### src/rtl/cla_chunk_add_seq.sv
// ---------------------------------------------------------------------------
// cla_chunk_add_seq
//
// Multi-word add sequencer wrapped around one shared CHUNK_W-bit carry
// lookahead adder that lives outside this block. A TOTAL_W-bit operand pair
// (TOTAL_W = CHUNK_W * NUM_CHUNKS) is accepted via valid/ready. It is added
// one chunk per cycle, least significant chunk first, with the inter-chunk
// carry held in a register. The full sum and carry-out are then returned via
// valid/ready.
//
// Parameters
//   CHUNK_W     bits per chunk (width of the attached adder)
//   NUM_CHUNKS  chunks per operation (>= 1)
//
// Ports
//   clock, reset          rising-edge clock, asynchronous active-high reset
//   in_valid/in_ready     request handshake; in_ready is high only when idle
//   in_a, in_b, in_carry  operands and carry-in of the whole add
//   out_valid/out_ready   result handshake; the result is held until taken
//   out_sum, out_carry    sum mod 2^TOTAL_W and carry-out of the MSB chunk
//   busy                  high while an operation is in flight or unread
//   add_a, add_b, add_cin to the external adder (zero outside RUN)
//   add_s, add_p, add_g   from the external adder (sum, group P, group G)
//   out_ovf               only when CLA_SEQ_OVF_EN is defined: signed
//                         two's-complement overflow, valid with out_valid
//
// Optional feature: define CLA_SEQ_OVF_EN to add the out_ovf port.
// ---------------------------------------------------------------------------
module cla_chunk_add_seq #(
    parameter int unsigned CHUNK_W    = 5,
    parameter int unsigned NUM_CHUNKS = 4
) (
    input  logic                          clock,
    input  logic                          reset,
    input  logic                          in_valid,
    output logic                          in_ready,
    input  logic [CHUNK_W*NUM_CHUNKS-1:0] in_a,
    input  logic [CHUNK_W*NUM_CHUNKS-1:0] in_b,
    input  logic                          in_carry,
    output logic                          out_valid,
    input  logic                          out_ready,
    output logic [CHUNK_W*NUM_CHUNKS-1:0] out_sum,
    output logic                          out_carry,
    output logic                          busy,
    output logic [CHUNK_W-1:0]            add_a,
    output logic [CHUNK_W-1:0]            add_b,
    output logic                          add_cin,
    input  logic [CHUNK_W-1:0]            add_s,
    input  logic                          add_p,
    input  logic                          add_g
`ifdef CLA_SEQ_OVF_EN
    ,
    output logic                          out_ovf
`endif
);

    localparam int unsigned TOTAL_W = CHUNK_W * NUM_CHUNKS;
    // A single-chunk build still needs a 1-bit index.
    localparam int unsigned IDX_W   = (NUM_CHUNKS > 1) ? $clog2(NUM_CHUNKS) : 1;

    localparam logic [IDX_W-1:0] IdxLast = IDX_W'(NUM_CHUNKS - 1);
    localparam logic [IDX_W-1:0] IdxOne  = IDX_W'(1);

    localparam logic [1:0] StIdle = 2'd0;
    localparam logic [1:0] StRun  = 2'd1;
    localparam logic [1:0] StDone = 2'd2;

    logic [1:0]         state_q, state_d;
    logic [IDX_W-1:0]   idx_q,   idx_d;
    logic [TOTAL_W-1:0] a_q,     a_d;
    logic [TOTAL_W-1:0] b_q,     b_d;
    logic [TOTAL_W-1:0] sum_q,   sum_d;
    logic               carry_q, carry_d;

    logic               st_idle;
    logic               st_run;
    logic               st_done;
    logic [CHUNK_W-1:0] a_chunk;
    logic [CHUNK_W-1:0] b_chunk;
    logic [TOTAL_W-1:0] sum_merged;

    assign st_idle = (state_q == StIdle);
    assign st_run  = (state_q == StRun);
    assign st_done = (state_q == StDone);

    // Chunk select and sum write-back, decoded by comparing the index against
    // each chunk position. This keeps every slice constant-width.
    always_comb begin
        a_chunk    = '0;
        b_chunk    = '0;
        sum_merged = sum_q;
        for (int i = 0; i < int'(NUM_CHUNKS); i++) begin
            if (idx_q == IDX_W'(i)) begin
                a_chunk                          = a_q[i*CHUNK_W +: CHUNK_W];
                b_chunk                          = b_q[i*CHUNK_W +: CHUNK_W];
                sum_merged[i*CHUNK_W +: CHUNK_W] = add_s;
            end
        end
    end

    // Next-state logic
    always_comb begin
        state_d = state_q;
        idx_d   = idx_q;
        a_d     = a_q;
        b_d     = b_q;
        sum_d   = sum_q;
        carry_d = carry_q;

        case (state_q)
            StIdle: begin
                if (in_valid) begin
                    a_d     = in_a;
                    b_d     = in_b;
                    carry_d = in_carry;
                    idx_d   = '0;
                    sum_d   = '0;
                    state_d = StRun;
                end
            end
            StRun: begin
                sum_d   = sum_merged;
                // The adder's propagate is OR-based. It can be high together
                // with generate, so the chunk carry-out is G | (P & cin).
                carry_d = add_g | (add_p & carry_q);
                if (idx_q == IdxLast) begin
                    idx_d   = '0;
                    state_d = StDone;
                end else begin
                    idx_d = idx_q + IdxOne;
                end
            end
            StDone: begin
                if (out_ready) begin
                    state_d = StIdle;
                end
            end
            default: begin
                state_d = StIdle;
                idx_d   = '0;
            end
        endcase
    end

    always_ff @(posedge clock or posedge reset) begin
        if (reset) begin
            state_q <= StIdle;
            idx_q   <= '0;
            a_q     <= '0;
            b_q     <= '0;
            sum_q   <= '0;
            carry_q <= 1'b0;
        end else begin
            state_q <= state_d;
            idx_q   <= idx_d;
            a_q     <= a_d;
            b_q     <= b_d;
            sum_q   <= sum_d;
            carry_q <= carry_d;
        end
    end

    // Outputs
    assign in_ready  = st_idle;
    assign busy      = st_run | st_done;
    assign out_valid = st_done;

    // Result outputs read zero unless a result is being offered.
    assign out_sum   = st_done ? sum_q : '0;
    assign out_carry = st_done & carry_q;

    assign add_a     = st_run ? a_chunk : '0;
    assign add_b     = st_run ? b_chunk : '0;
    assign add_cin   = st_run & carry_q;

`ifdef CLA_SEQ_OVF_EN
    logic carry_into_msb;

    // The carry into the MSB is recovered from the MSB's own sum bit.
    // Overflow occurs when it differs from the carry out of the MSB.
    assign carry_into_msb = a_q[TOTAL_W-1] ^ b_q[TOTAL_W-1] ^ sum_q[TOTAL_W-1];
    assign out_ovf        = st_done & (carry_into_msb ^ carry_q);
`endif

endmodule

### config.mk
export PLATFORM = sky130hd
export DESIGN_NAME = cla_chunk_add_seq
export DESIGN_NICKNAME = d
export VERILOG_FILES = /design/src/rtl/cla_chunk_add_seq.sv
export SDC_FILE = /design/constraint.sdc
export NUM_CORES = 1
export LEC_CHECK = 0
export ABC_AREA = 0
export CAP_MARGIN = 25
export CORE_MARGIN = 2
export CORE_UTILIZATION = 30
export DETAILED_ROUTE_END_ITERATION = 10
export PLACE_DENSITY = 0.63
export SLEW_MARGIN = 20
export SYNTH_ARGS = -nofsm -noshare
export SYNTH_HDL_FRONTEND = slang
export SYNTH_SLANG_ARGS = --single-unit
### constraint.sdc
create_clock -name clock -period 4.9 [get_ports clock]
set_clock_uncertainty 0.2 [all_clocks]
set_input_delay 0.98 -clock clock [delete_from_list [all_inputs] [get_ports clock]]
set_output_delay 0.98 -clock clock [all_outputs]
set_load 0.1 [all_outputs]
==> impl_metrics.csv, run 1 <==
group,metric,value,unit
sta,final_hold_viol_count,0,
clock_tree,htree_levels,3,
setup_path,setup.worst_path.end_class,"primary output",
die,rows,37,
clock_tree,cts_tree,"built",
drt,drtPass1Iterations,4,
placement,routabilityCongestion,0.728,
clock_tree,clock_latency,0.34,ns
setup_path,cp-start-kind,"flip-flop",
sta,finalSetupViolations,0,
setup_path,critical_path.cell_chain,"inv_1, ha_1, and2_1, clkdlybuf4s50_1",
setup_path,crit_fanout,27,
status,outcome,"finished clean",
sta,finalCritPeriodShare,0.828,
die,pin_count,87,
setup_path,crit_family,"buffers and inverters",
setup_path,crit_arrival,2.88,ns
setup_path,worst_path_largest_cell_delay,1.13,ns
die,die_h,106,microns
yosys,synth_nets,311,
sta,fin_ws,0.845,ns
placement,dp_hpwl,5460,microns
clock_tree,cts_buffers,9,
yosys,synth_top_area_share,0.518,
die,start_util,0.307,
global_route,grt_max_degree,43,
placement,io_buffers,86,
setup_path,worst_path_max_delay_cell,"clkdlybuf4s50_1",
global_route,antenna_found_initial,0,
cells_and_area,syn_to_final_growth,38.1,%
global_route,grt_pass1_wl,12600,microns
cells_and_area,layout-drive-gt1-share,0.290,
yosys,synth_area_leaders,"dfrtp_1, mux2_2, and2_1",
min_path,worstHoldPathType,"reg -> reg",
clock_tree,cts_buffer_depth,2,
sta,final-max-slew-violation-count,0,
sta,hold_ws,0.289,ns
yosys,synthesis.instances,251,
sta,rsz0062_at_grt,"false",
setup_path,crit_buf_inv,2,
yosys,synthArstFlopShare,1.00,
yosys,ys_top_cells_by_count,"dfrtp_1, mux2_2, and2_1",
yosys,yosysTopAreaCell,"dfrtp_1",
yosys,syn_avg_cell_area,12.5,sq um
cells_and_area,diodes,0,
die,dieArea,11300,sq um
job,max_cap_violations,0,
global_route,gr-total-overflow,0,
cells_and_area,nFillCells,985,
clock_tree,cts_resized,0,
drt,drt_first_iter_violations,86,
global_route,track_usage,0.147,
placement,pre_cts_ws,1.20,ns
yosys,yosysMostFrequentCell,"dfrtp_1",
power_and_ir_drop,max-vdd-ir-drop,0.000353,V
yosys,ys_seq_area_frac,0.518,
clock_tree,cts_sinks,65,
clock_tree,root_buffer,"clkbuf_8",
drt,viasPerCell,4.64,
power_and_ir_drop,p_per_area,713,nW/um^2
setup_path,cp.required,3.72,ns
power_and_ir_drop,power,3.09,mW
drt,via_count,2211,
cells_and_area,final_core_util,0.424,
die,core,10200,sq um
clock_tree,post-cts-setup-buffer-count,0,
yosys,syn_area,3140,sq um
global_route,grt_pass1_vias,2299,
yosys,synth.distinct_cells,29,
cells_and_area,final_net_count,396,
sta,relSlewSlack,0.339,
yosys,ys_seq_elements,65,
yosys,synth_edf_count,0,
drt,wl_per_cell,16.6,microns
die,fp.dieW,106,microns
yosys,ys_warn_count,0,
power_and_ir_drop,leakagePower,1.82,nW
sta,tightestPinTransition,0.988,ns
clock_tree,clk_pin_slew,0.08,ns
setup_path,worstSetupPathType,"reg -> out",
sta,fin_crit,4.06,ns
yosys,synth-main-ff-cell,"dfrtp_1",
drt,routed_wirelength,7940,microns
sta,setup_tns,0,ns
drt,drtAntennaViolNets,0,
sta,fmax,247,MHz
clock_tree,ctsHoldBuffers,0,
drt,route.detailed.drc,0,
==> sequential cells by signal, summed over array words and instances, names as in the netlist <==
register,count
sum_q,20
carry_q,1
idx_q,2
b_q,20
a_q,20
state_q,2
==> cell usage in the layout (no fill, tap or decap), types with 8 or more instances in the layout <==
cell,count
clkdlybuf4s50_1,75
dfrtp_1,65
mux2_2,59
and2_1,27
o21ai_0,23
buf_4,13
nand3_1,10
clkbuf_8,10
a221oi_1,9
inv_1,8
ha_1,8
==> cells by family (layout without fill, tap and decap cells) <==
logic type / after synthesis / count (layout) / synth area share
AO/OA/AOI/OAI: 40 / 40 / 0.0908
adder cells (fa/ha/maj): 8 / 8 / 0.0319
buffers and inverters: 25 / 115 / 0.0354
flip-flops: 65 / 65 / 0.518
multiplexers: 62 / 62 / 0.226
AND/OR/NAND/NOR: 51 / 51 / 0.0984
==> power breakdown <==
group          switching [mW]  internal [mW]  total, mW
Sequential              0.128          0.788      0.916
Clock                   0.217          0.249      0.467
Combinational            1.11          0.604       1.71
==> final timing paths <==
kind                                           to  cells past startpoint                    from  slack, ns
setup / recovery                       out_sum[1]                      4  state_q[0]$_DFFE_PP0P_       0.84
hold / removal              sum_q[15]$_DFFE_PP0P_                      1   sum_q[15]$_DFFE_PP0P_       0.29
setup reg to reg           state_q[0]$_DFFE_PP0P_                      4    idx_q[0]$_DFFE_PP0P_       2.50
hold reg to reg             sum_q[15]$_DFFE_PP0P_                      1   sum_q[15]$_DFFE_PP0P_       0.29
max in group asynchronous      a_q[1]$_DFFE_PP0P_                      4                   reset       2.96
min in group asynchronous   sum_q[18]$_DFFE_PP0P_                      2                   reset       0.68
==> through the flow <==
| step | cell area, sq um | instances |
|---|---|---|
| finish | 4340 | 477 |
| global route | 4340 | 477 |
| CTS | 4290 | 475 |
| detailed placement | 4090 | 459 |
| global placement | 4090 | 459 |
| floorplan | 3140 | 251 |
==> metal layers <==
metal / vias to the layer above / global-route usage / part of all wire / routed length [microns]
met5: - / 0 / 0 / 0
met1: 1111 / 0.185 / 0.45 / 3560
met3: 7 / 0.0319 / 0.035 / 280
met4: 0 / 0.0564 / 0.013 / 103
li1: 1051 / - / - / -
met2: 42 / 0.245 / 0.50 / 3990
==> final cells by class <==
cell class              count  area [sq um]  area share
clock buffers              10           138      0.0317
clock inverters             6          67.6      0.0156
inverters                   9          33.8     0.00779
multi-input cells         161          1410       0.324
flip-flops and latches     65          1630       0.375
well taps                 136           170      0.0392
repair buffers             90           896       0.207
No activity file was read; power rests on OpenSTA's default activity.
==> run 2: changes to the inputs <==
PLACE_DENSITY = 0.65   (was 0.63)
clock period = 3.7 ns   (was 4.9 ns; I/O delays follow)
==> run 2 against run 1 <==
Against the previous run:
- final area increased by 1.0%
- core utilization grew 0.43 points
- sequential power increased by 32%
- critical path depth is 1 higher
- highest routed layer unchanged
- cell count down 0.21%
- wire length shrank 2.8%
- global-route usage decreased by 0.55 points
- non-clock buffer count shrank 1
- flip-flop and latch count did not move
- largest cell class unchanged
- worst setup slack got worse by 0.55 ns
- count of clock-buffer cells in the layout rose by 1
- clock power increased by 28%
==> impl_metrics.csv, run 2 (same netlist as run 1, synthesis figures left out) <==
group,metric,value,unit
sta,final-max-slew-violation-count,0,
sta,relSlewSlack,0.505,
job,max_cap_violations,0,
clock_tree,cts_buffer_depth,2,
global_route,gr-total-overflow,0,
status,outcome,"finished clean",
placement,routabilityCongestion,0.697,
placement,io_buffers,86,
power_and_ir_drop,max-vdd-ir-drop,0.000481,V
die,fp.dieW,106,microns
global_route,antenna_found_initial,0,
setup_path,cp.required,2.76,ns
drt,drt_first_iter_violations,96,
setup_path,crit_arrival,2.46,ns
cells_and_area,diodes,0,
setup_path,setup.worst_path.end_class,"primary output",
cells_and_area,nFillCells,965,
clock_tree,cts_sinks,65,
placement,placed_area,4180,sq um
setup_path,r2r_slack,1.38,ns
cells_and_area,top_regs,"a_q: 20 flops, b_q: 20 flops, sum_q: 20 flops",
sta,rsz0062_at_grt,"false",
power_and_ir_drop,power,4.29,mW
sta,fin_crit,3.40,ns
cells_and_area,final_core_util,0.428,
sta,finalSetupViolations,0,
drt,via_count,2278,
drt,drtAntennaViolNets,0,
cells_and_area,layout_common_cells,"dfrtp_1, mux2_2, clkdlybuf4s50_1, and2_1, buf_4",
clock_tree,cts_tree,"built",
clock_tree,cts_buffers,9,
setup_path,worstSetupPathType,"reg -> out",
clock_tree,post-cts-setup-buffer-count,0,
die,core,10200,sq um
clock_tree,root_buffer,"clkbuf_8",
cells_and_area,final_common_cell,"dfrtp_1",
clock_tree,htree_levels,3,
clock_tree,ctsHoldBuffers,0,
clock_tree,clk_pin_slew,0.07,ns
sta,finalCritPeriodShare,0.920,
setup_path,crit_fanout,13,
placement,dp_hpwl,5510,microns
die,die_h,106,microns
placement,placed_cells,460,
setup_path,cp-start-kind,"flip-flop",
sta,fmax,294,MHz
power_and_ir_drop,leakagePower,1.89,nW
global_route,grt_max_degree,41,
die,start_util,0.307,
global_route,grt_pass1_vias,2415,
die,rows,37,
clock_tree,clock_latency,0.33,ns
cells_and_area,layout-drive-gt1-share,0.359,
drt,viasPerCell,4.79,
die,pin_count,87,
power_and_ir_drop,p_per_area,978,nW/um^2
drt,drtPass1Iterations,4,
die,dieArea,11300,sq um
sta,tightestPinTransition,0.743,ns
sta,setup_tns,0,ns
cells_and_area,final_area,4380,sq um
cells_and_area,final_net_count,395,
cells_and_area,syn_to_final_growth,39.5,%
drt,wl_per_cell,16.2,microns
drt,routed_wirelength,7710,microns
clock_tree,cts_resized,0,
sta,final_hold_viol_count,0,
min_path,worstHoldPathType,"reg -> reg",
cells_and_area,fin_cells,476,
drt,route.detailed.drc,0,
global_route,track_usage,0.141,
global_route,grt_pass1_wl,12300,microns
[run 2: cell count changes in the layout (fill, tap and decap cells not counted)]
| cell | before | now |
|---|---|---|
| nor2b_1 | 2 | 1 |
| o21ai_0 | 23 | 13 |
| clkinv_2 | 1 | 2 |
| clkinv_4 | 2 | 0 |
| buf_16 | 1 | 0 |
| buf_4 | 13 | 26 |
| clkbuf_1 | 0 | 1 |
| buf_12 | 1 | 12 |
| clkdlybuf4s50_1 | 75 | 51 |
| o21ai_1 | 0 | 10 |
| nor2b_2 | 0 | 1 |
[run 2: per-layer routing]
metal / vias to the layer above / global-route usage / wire length [microns]
li1: 1054 / - / -
met1: 1162 / 0.182 / 3420
met2: 45 / 0.228 / 3820
met3: 17 / 0.0258 / 301
met4: 0 / 0.0686 / 177
met5: - / 0 / 0
[run 2: path summary, 6_finish.rpt]
| check | start | end | cells past startpoint |
|---|---|---|---|
| worst max-delay path | idx_q[0]$_DFFE_PP0P_ | add_a[2] | 5 |
| max in group asynchronous | reset | sum_q[12]$_DFFE_PP0P_ | 3 |
| worst max register to register | idx_q[0]$_DFFE_PP0P_ | sum_q[12]$_DFFE_PP0P_ | 5 |
| min in group asynchronous | reset | a_q[14]$_DFFE_PP0P_ | 2 |
| worst min-delay path | sum_q[19]$_DFFE_PP0P_ | sum_q[19]$_DFFE_PP0P_ | 1 |
| worst min register to register | sum_q[19]$_DFFE_PP0P_ | sum_q[19]$_DFFE_PP0P_ | 1 |
[run 2: cell type report]
type                       count  area, sq um  share of cell area
sequential                    65         1630               0.371
timing repair buffer          89          946               0.216
multi-input combinational    161         1410               0.322
clock buffer                  11          141              0.0323
tap                          136          170              0.0388
clock inverter                 5         55.1              0.0126
inverter                       9         33.8             0.00771
[run 2: where the power goes]
group          internal [mW]  total [mW]  leakage (nW)  switching (mW)
Sequential              1.04        1.21         0.793           0.171
Clock                  0.327       0.599        0.0953           0.272
Combinational          0.974        2.47         0.998            1.50
Total                   2.35        4.29          1.89            1.94
[run 2: worst max-delay path, stage by stage (launching register included)]
cell and delay (ns):
dfrtp_1 0.42, ha_1 0.40, and2b_1 0.58, o21ai_0 0.21
o21ai_1 0.28, buf_12 0.21
[run 2: per-stage QoR]
stage          hold slack (ns)  worst slack (ns)
6_report                 0.286             0.297
5_1_grt                  0.306             0.133
4_1_cts                  0.293             0.155
3_5_place_dp             0.277             0.533
3_3_place_gp             0.264             0.652
2_1_floorplan            0.249            0.0926
==> run 3: changes to the inputs <==
CELL_PAD_IN_SITES_DETAIL_PLACEMENT = 1   (was not set)
CELL_PAD_IN_SITES_GLOBAL_PLACEMENT = 2   (was not set)
CORE_UTILIZATION = 28   (was 30)
PLACE_DENSITY = 0.85   (was 0.65)
==> run 3 against run 2 <==
Against the previous run:
- count of clock-buffer cells in the layout unchanged
- maximum frequency increased by 0.63%
- first-iteration DRC count decreased by 34%
- sequential power about the same
- final area increased by 0.43%
- worst setup slack improved by 0.021 ns
- via count decreased by 1.3%
- critical path depth unchanged
- sequential share of layout area decreased by 0.16 points
- die area increased by 6.9%
- wire length increased by 5.3%
- core utilization decreased by 2.4 points
- critical endpoint is now add_a[3]
==> impl_metrics.csv, run 3 (same netlist as run 1, synthesis figures left out) <==
group,metric,value,unit
sta,fmax,296,MHz
drt,drtAntennaViolNets,0,
cells_and_area,final_net_count,398,
global_route,track_usage,0.144,
clock_tree,clock_latency,0.33,ns
cells_and_area,final_common_cell,"dfrtp_1",
power_and_ir_drop,power,4.34,mW
min_path,min_from,"sum_q[19]$_DFFE_PP0P_",
setup_path,setup.worst_path.end_class,"primary output",
setup_path,reg2regPathDepth,5,
drt,drtPass1Iterations,4,
setup_path,crit_arrival,2.44,ns
die,core,10900,sq um
clock_tree,cts_buffers,9,
setup_path,path_depth,5,
cells_and_area,final_core_util,0.404,
setup_path,r2r_end,"sum_q[13]$_DFFE_PP0P_",
setup_path,r2r_slack,1.34,ns
clock_tree,cts_sinks,65,
global_route,grt_pass1_wl,13100,microns
clock_tree,cts_buffer_depth,2,
cells_and_area,layout-drive-gt1-share,0.363,
sta,setup_tns,0,ns
drt,viasPerCell,4.67,
placement,routabilityCongestion,0.718,
power_and_ir_drop,p_per_area,986,nW/um^2
global_route,gr-total-overflow,0,
cells_and_area,syn_to_final_growth,40.1,%
sta,fin_crit,3.38,ns
setup_path,startpoint,"idx_q[0]$_DFFE_PP0P_",
status,outcome,"finished clean",
setup_path,worst_path_largest_cell_delay,0.61,ns
cells_and_area,layout_common_cells,"dfrtp_1, mux2_2, clkdlybuf4s50_1, buf_4, and2_1",
clock_tree,cts_tree,"built",
die,rows,38,
placement,io_buffers,86,
min_path,worstHoldPathType,"reg -> reg",
setup_path,worstSetupPathType,"reg -> out",
global_route,antenna_found_initial,0,
drt,wl_per_cell,16.8,microns
setup_path,cp-start-kind,"flip-flop",
cells_and_area,diodes,0,
sta,tightestPinTransition,0.803,ns
setup_path,cp.required,2.76,ns
sta,finalCritPeriodShare,0.914,
sta,final_hold_viol_count,0,
clock_tree,ctsHoldBuffers,0,
clock_tree,root_buffer,"clkbuf_8",
power_and_ir_drop,leakagePower,1.90,nW
sta,finalSetupViolations,0,
cells_and_area,top_regs,"a_q: 20 flops, b_q: 20 flops, sum_q: 20 flops",
die,pin_count,87,
drt,via_count,2249,
setup_path,crit_fanout,13,
power_and_ir_drop,max-vdd-ir-drop,0.000519,V
sta,rsz0062_at_grt,"false",
drt,drt_first_iter_violations,63,
sta,final-max-slew-violation-count,0,
job,max_cap_violations,0,
setup_path,worstReg2RegStart,"idx_q[0]$_DFFE_PP0P_",
setup_path,crit_buf_inv,1,
die,fp.dieW,110,microns
die,start_util,0.289,
clock_tree,post-cts-setup-buffer-count,0,
clock_tree,clk_pin_slew,0.07,ns
min_path,min_path_cells,1,
clock_tree,cts_resized,0,
placement,dp_hpwl,5920,microns
setup_path,worst_path_max_delay_cell,"and2b_1",
min_path,holdPathEnd,"sum_q[19]$_DFFE_PP0P_",
sta,relSlewSlack,0.465,
setup_path,crit_family,"simple AND/OR/NAND/NOR gates",
global_route,grt_max_degree,42,
drt,route.detailed.drc,0,
die,die_h,110,microns
global_route,grt_pass1_vias,2545,
setup_path,critical_path.cell_chain,"ha_1, and2b_1, o21ai_0, o21ai_1, buf_12",
drt,routed_wirelength,8120,microns
clock_tree,htree_levels,3,
die,dieArea,12100,sq um
==> run 3: cell types whose count changed in the layout (fill, tap and decap cells not counted), sizes merged <==
cell and delta:
buf +3, clkinv -1, clkinvlp -1, inv +1
==> run 3: routing by layer <==
layer	vias up	track usage	share of wire
li1	1059	-	-
met1	1136	0.186	0.44
met2	44	0.241	0.51
met3	10	0.0273	0.030
met4	0	0.0524	0.013
met5	-	0	0
==> run 3: worst reg2reg max path: stages, from the launching register on <==
cell and delay [ns]:
dfrtp_1 0.42, inv_1 0.11, ha_1 0.46, inv_1 0.37
a21oi_4 0.33, mux2_2 0.36
==> run 3: through the flow <==
stage / area, sq um / setup WS [ns] / std cells / hold slack (ns)
finish: 4400 / 0.319 / 482 / 0.285
CTS: 4400 / 0.279 / 482 / 0.286
global placement: 4200 / 0.696 / 467 / 0.264
detailed placement: 4200 / 0.661 / 467 / 0.270
global route: 4400 / 0.121 / 482 / 0.302
floorplan: 3140 / 0.0926 / 251 / 0.249
==> run 3: layout make-up <==
cell class              instances  area (sq um)
fillers                      1168          6490
flip-flops and latches         65          1630
multi-input cells             161          1410
repair buffers                 92           956
well taps                     140           175
clock buffers                  11           151
clock inverters                 4          51.3
inverters                       9          33.8
==> run 3: worst max-delay path by stage <==
stage,to,slack (ns)
after global routing,add_b[4],0.12
final,add_a[3],0.32
after CTS,add_a[3],0.28
after detailed placement,add_b[4],0.66
after global placement,add_a[2],0.70
after floorplan,add_a[0],0.09
==> run 3: where the power goes <==
group | total (mW) | leakage (nW) | switching, mW | internal [mW]
clock network | 0.612 | 0.102 | 0.266 | 0.345
registers | 1.21 | 0.793 | 0.166 | 1.04
logic | 2.52 | 1.01 | 1.53 | 0.985
total | 4.34 | 1.90 | 1.96 | 2.37
